**src/rtl/edca_ac_arbiter.sv**
```systemverilog
// EDCA access-category arbiter: picks one expired AC with data at each early-slot tick,
// grants it to the macController and pulses an internal collision to every losing AC.
module edca_ac_arbiter #(
  parameter int NUM_AC      = 4,
  parameter int ACK_TIMEOUT = 64
) (
  input  logic              macCoreClk,
  input  logic              macCoreClkSoftRst,
  input  logic              arbEnable,
  input  logic [NUM_AC-1:0] backoffDone,
  input  logic [NUM_AC-1:0] acHasData,
  input  logic              tickDMAEarlySlot_p,
  input  logic              txAck_p,
  input  logic              txEnd_p,
  output logic              txReq,
  output logic [1:0]        txAc,
  output logic [NUM_AC-1:0] internalColl_p,
  output logic              grantTimeout_p,
  output logic [1:0]        arbCs
);

  typedef enum logic [1:0] {
    IDLE  = 2'd0,
    ARB   = 2'd1,
    GRANT = 2'd2,
    TX    = 2'd3
  } state_t;

  localparam logic [7:0] TIMEOUT_LAST = 8'(ACK_TIMEOUT - 1);

  state_t            state_r;
  logic [7:0]        cnt_r;
  logic [NUM_AC-1:0] cand_s;
  logic [1:0]        winner_s;
  logic [NUM_AC-1:0] winner_mask_s;
  logic [NUM_AC-1:0] txac_mask_s;
  logic              busy_s;

  // Highest set index wins: index NUM_AC-1 is the highest-priority AC.
  function automatic logic [1:0] highest_idx(input logic [NUM_AC-1:0] v);
    logic [1:0] idx;
    idx = 2'd0;
    for (int i = 0; i < NUM_AC; i++) begin
      if (v[i]) begin
        idx = i[1:0];
      end
    end
    return idx;
  endfunction

  // Candidate set, winner selection and one-hot masks for winner and granted AC.
  always_comb begin
    cand_s        = backoffDone & acHasData;
    winner_s      = highest_idx(cand_s);
    winner_mask_s = '0;
    txac_mask_s   = '0;
    for (int i = 0; i < NUM_AC; i++) begin
      winner_mask_s[i] = (winner_s == i[1:0]);
      txac_mask_s[i]   = (txAc == i[1:0]);
    end
    busy_s = ~backoffDone[txAc];
  end

  // Arbitration FSM with registered grant, pulse and timeout outputs.
  always_ff @(posedge macCoreClk) begin
    if (macCoreClkSoftRst) begin
      state_r        <= IDLE;
      txReq          <= 1'b0;
      txAc           <= 2'd0;
      internalColl_p <= '0;
      grantTimeout_p <= 1'b0;
      cnt_r          <= 8'd0;
    end else if (!arbEnable) begin
      state_r        <= IDLE;
      txReq          <= 1'b0;
      internalColl_p <= '0;
      grantTimeout_p <= 1'b0;
      cnt_r          <= 8'd0;
    end else begin
      internalColl_p <= '0;
      grantTimeout_p <= 1'b0;
      case (state_r)
        IDLE: begin
          state_r <= ARB;
        end
        ARB: begin
          if (tickDMAEarlySlot_p && (cand_s != '0)) begin
            state_r        <= GRANT;
            txAc           <= winner_s;
            txReq          <= 1'b1;
            internalColl_p <= cand_s & ~winner_mask_s;
            cnt_r          <= 8'd0;
          end
        end
        GRANT: begin
          // Ack beats medium-busy, which beats the timeout.
          if (txAck_p) begin
            state_r <= TX;
            txReq   <= 1'b0;
          end else if (busy_s) begin
            state_r <= ARB;
            txReq   <= 1'b0;
          end else if (cnt_r == TIMEOUT_LAST) begin
            state_r        <= ARB;
            txReq          <= 1'b0;
            grantTimeout_p <= 1'b1;
            internalColl_p <= txac_mask_s;
          end else begin
            cnt_r <= cnt_r + 8'd1;
          end
        end
        TX: begin
          if (txEnd_p) begin
            state_r <= ARB;
          end
        end
        default: begin
          state_r <= IDLE;
          txReq   <= 1'b0;
        end
      endcase
    end
  end

  assign arbCs = state_r;

endmodule

```
**config.mk**
```make
export PLATFORM = sky130hd
export DESIGN_NAME = edca_ac_arbiter
export DESIGN_NICKNAME = d
export VERILOG_FILES = /design/src/rtl/edca_ac_arbiter.sv
export SDC_FILE = /design/constraint.sdc
export NUM_CORES = 1
export LEC_CHECK = 0
export ABC_AREA = 1
export BUFFER_PORTS_ARGS = -buffer_cell sky130_fd_sc_hd__clkbuf_2
export CAP_MARGIN = 10
export CORE_ASPECT_RATIO = 1.5
export CORE_MARGIN = 4
export CORE_UTILIZATION = 30
export CTS_BUF_LIST = sky130_fd_sc_hd__clkbuf_8
export CTS_CLUSTER_SIZE = 24
export DETAILED_ROUTE_END_ITERATION = 6
export PLACE_DENSITY = 0.5
export SYNTH_ARGS = -nofsm -noshare
export SYNTH_HDL_FRONTEND = slang
export SYNTH_SLANG_ARGS = --single-unit
```
**constraint.sdc**
```tcl
create_clock -name macCoreClk -period 1.5 [get_ports macCoreClk]
set_input_delay 0.15 -clock macCoreClk [delete_from_list [all_inputs] [get_ports macCoreClk]]
set_output_delay 0.15 -clock macCoreClk [all_outputs]
set_load 0.1 [all_outputs]
```
==> results.txt <==
The run finished with clean final reports. Clock latency on the worst-skew pair, taken at its later pin, is 0.26 ns. The row count is 27, and the total routed wirelength is 3260 µm.

At the end of routability-driven placement, the weighted congestion stood at 0.777. The routed layout has 1271 vias. For this design the total switching power over the nets is 319 µW. The most frequent cell on the critical path was sky130_fd_sc_hd__inv_2. In this run, post-CTS hold repair placed 0 buffers.

For this run, the top clock speed supported by timing is 0.713 GHz. Die height: 85.2 µm. After synthesis, the share of flip-flops with an asynchronous set or reset is 0%. Final number of hold-violating endpoints: 0. Setup repair after global routing could not meet its margin everywhere. Via count normalized by instance count: 4.85. The post-layout minimum cycle time is 1.40 ns. The number of diodes was 0. Data required time at the worst endpoint: 1.68 ns. The min-delay analysis places its worst path in the category in2reg. In the finished design, the share of the clock period the worst path needs comes to 93.5%.

The most used flip-flop cell after synthesis is sky130_fd_sc_hd__dfxtp_1. The logs give 3 for the CTS buffer count and 18 for the number of sinks handled by clock tree synthesis. Net count after synthesis: 203. Reg-to-reg critical path startpoint: arbCs[0].

The logs give 24 for the number of placed I/O pins and 14.0% for the overall track demand over capacity in global routing. The run gives 1450 µm² as the total cell area at the placement stage. The clock network accounts for 33.8% of the total power. Endpoint of the worst-slack reg-to-reg timing path: cnt_r[4]. Averaged over all synthesized cells, the footprint is 6.47 µm². Area share of the leading cell type in the synthesized netlist: 30.3%. The number of setup buffers added after CTS is 0. The worst setup path is of the reg2reg kind.

The final-report max-slew violation count was 0; the initial antenna violation count was 0. Of the cells placed in the final design, the portion with a size suffix greater than 1 is 31.1%. The worst relative slew slack is 64.0%, and the peak fanout along the critical path is 8.

Walking the worst path, the cells encountered are inv_2 -> ha_4 -> inv_2 -> nand2_2 -> a21oi_4 -> nand3_1 -> a21oi_2. The cell depth of the worst flop-to-flop path is 7, and the count of TritonRoute iterations in the first routing pass is 4. sky130_fd_sc_hd__dfxtp_1 takes more of the synthesized area than any other cell. In the final design database the tool counted 239 nets. The switching share of power is 30.8%. The initial cell density of the core came out at 31.8%. For the final setup violation count, the log shows 0. Summing all non-filler instances in the final layout gives an area of 1560 µm².

The logs give 0 for the number of maximum-capacitance violations and 5060 µm² for the die area. The area growth from synthesis to layout is 31.2%. IR analysis of the VDD net gives a maximum drop of 0.332 mV.

The final global-route overflow total came out at 0. The number of enable-type register cells in the synthesized netlist is 0, and the number of buffer and inverter stages on the critical path is 2. Combinational logic burns 19.2% of the power. The global-route wire length before repair was 5550 µm. By area the synthesized netlist is led by sky130_fd_sc_hd__dfxtp_1 30%, sky130_fd_sc_hd__nand2_1 16%, sky130_fd_sc_hd__inv_1 7.2%. Synthesis produced a netlist whose cell count is 184. The most frequently used cell type in the post-synthesis netlist is sky130_fd_sc_hd__nand2_1. For the worst setup path, the data arrival time is 1.58 ns.

The leakage component of the power is 0.000662 µW. From left edge to right edge, the die measures 59.5 µm. The register bit count reported by yosys was 18.

The cell type of the slowest stage on the worst timing path was sky130_fd_sc_hd__dfxtp_4. Counting instances, the worst hold path has a depth of 3. In the routed design, unresolved DRC markers number 0.

The netlist area before placement came out at 1190 µm². The worst hold path terminates at txAc[1]. Sorting the synthesized cells by how often they occur yields 50 x sky130_fd_sc_hd__nand2_1, 23 x sky130_fd_sc_hd__inv_1, 19 x sky130_fd_sc_hd__nor2_1, 18 x sky130_fd_sc_hd__dfxtp_1.

The cell family with the largest share of critical-path delay was compound AO/OA/AOI/OAI gates. TritonCTS built the clock tree. The share of synthesized area occupied by flip-flops and latches came out at 30.3%.

The placeable core area was 3750 µm²; the worst clock skew on the final layout was 0.00742 ns. In this run the remaining antenna-violating nets after routing total 0. Setup slack of the most critical reg-to-reg path: 0.1 ns. The category of the worst setup path capture point is a register. The tools report the total number of yosys warnings as 0.

No sink is reached through more buffers than the 2 on the longest clock path. On the worst path, the slowest cell contributes a delay of 0.38 ns. Per report_power, the sequential group accounts for 46.9% of the total. Entering global routing, the biggest net connects 11 pins.

After detailed routing, the average wire length per cell comes to 12.4 µm. The final HPWL from detailed placement is 2580 µm, and the number of distinct library cell variants in the gate-level netlist after synthesis is 23. The tools report the via count of the first global-routing pass as 1268. Actual transition at the worst max-transition pin: 0.543 ns. The worst setup path is launched from a register. The number of buffers inserted by port buffering works out to 23. For the maximum level of the CTS H-tree, the log shows 1. The start point of the worst hold path is macCoreClkSoftRst. The clock-pin slew of the registers on the worst-case setup and hold paths is 0.07 ns. The internal power contribution is 718 µW, and the worst hold margin is 0.166 ns.

The detailed router finished its first iteration with 29 violations. Dividing total power by cell area gives a power density of 664 nW/µm². The cell sitting at the root of the clock tree is a sky130_fd_sc_hd__clkbuf_8.
how the worst max path moves through the flow:
stage	from	end	slack, ns	cells past startpoint
global placement	arbCs[1]	txAc[0]	-0.03	7
CTS	cnt_r[0]	internalColl_p[0]	0.02	7
floorplan	arbCs[0]	txAc[1]	0.02	6
global route	arbCs[0]	cnt_r[2]	-0.005	7
finish	arbCs[0]	cnt_r[4]	0.1	7
detailed placement	arbCs[1]	txAc[0]	0.02	7
registers in the layout (all words and copies together), names as in the netlist:
signal / cells
arbCs: 2
cnt_r: 8
grantTimeout_p: 1
internalColl_p: 4
txAc: 2
txReq: 1
cell type report:
type	instances	area (µm²)
clock inverters	1	3.75
fillers	420	2190
clock buffers	3	41.3
well taps	43	53.8
repair buffers	31	175
multi-input cells	140	813
flip-flops and latches	18	378
inverters	26	97.6
power by group through the flow:
stage / logic [µW] / clock network, µW / registers [µW]
3_3_place_gp: 190 / 0 / 498
5_1_grt: 221 / 391 / 488
3_5_place_dp: 190 / 0 / 498
6_report: 200 / 351 / 487
2_1_floorplan: 94.0 / 0 / 533
4_1_cts: 191 / 370 / 487
layout by cell type (no fill, tap or decap), types with 3 or more instances in the layout:
master / count
sky130_fd_sc_hd__a21oi_1: 15
sky130_fd_sc_hd__dfxtp_4: 4
sky130_fd_sc_hd__nor2_1: 17
sky130_fd_sc_hd__clkbuf_8: 3
sky130_fd_sc_hd__o21ai_0: 3
sky130_fd_sc_hd__nand2_1: 48
sky130_fd_sc_hd__buf_4: 8
sky130_fd_sc_hd__o21bai_1: 9
sky130_fd_sc_hd__clkbuf_2: 23
sky130_fd_sc_hd__inv_1: 22
sky130_fd_sc_hd__nand2_2: 5
sky130_fd_sc_hd__nand4_1: 3
sky130_fd_sc_hd__dfxtp_1: 12
sky130_fd_sc_hd__inv_2: 4
sky130_fd_sc_hd__nand3_1: 17
repair_timing:
item,in CTS,in global routing
cloned,0,0
setup endpoints to repair,1,16
pin swaps,0,2
gates resized for setup,1,14
per-layer routing:
metal / share of wire, % / vias up / global-route usage, % / wire (µm)
li1: - / 669 / - / -
met1: 44 / 582 / 16.4 / 1440
met2: 52 / 18 / 24.3 / 1700
met3: 2.7 / 2 / 1.98 / 89
met4: 0.86 / 0 / 5.98 / 28
met5: 0 / - / 0 / 0
kinds of logic after synthesis:
kind of cell / after synthesis / synth area share, %
AOI/OAI and AO/OA: 33 / 17.1
DFF: 18 / 30.3
buffers and inverters: 26 / 8.19
and+or+nand+nor: 102 / 39.2
adders and majority gates: 5 / 5.25
tightest hold or removal path: cells and delay by family:
family | cells | cell delay [ns]
buffers and inverters | 1 | 0.10
AO/OA/AOI/OAI | 2 | 0.14
stage by stage:
step,setup slack (ns),TNS [ns],std cells,total power (µW),utilization [%]
6_report,0.0969,0,262,1040,41.7
2_1_floorplan,0.0183,0,184,627,-
3_3_place_gp,-0.0310,-0.0531,258,687,38.7
4_1_cts,0.0201,0,262,1050,39.9
5_1_grt,-0.00465,-0.0122,262,1100,41.7
3_5_place_dp,0.0226,0,258,688,38.7
Note: power is estimated with default switching activity, not from simulation.
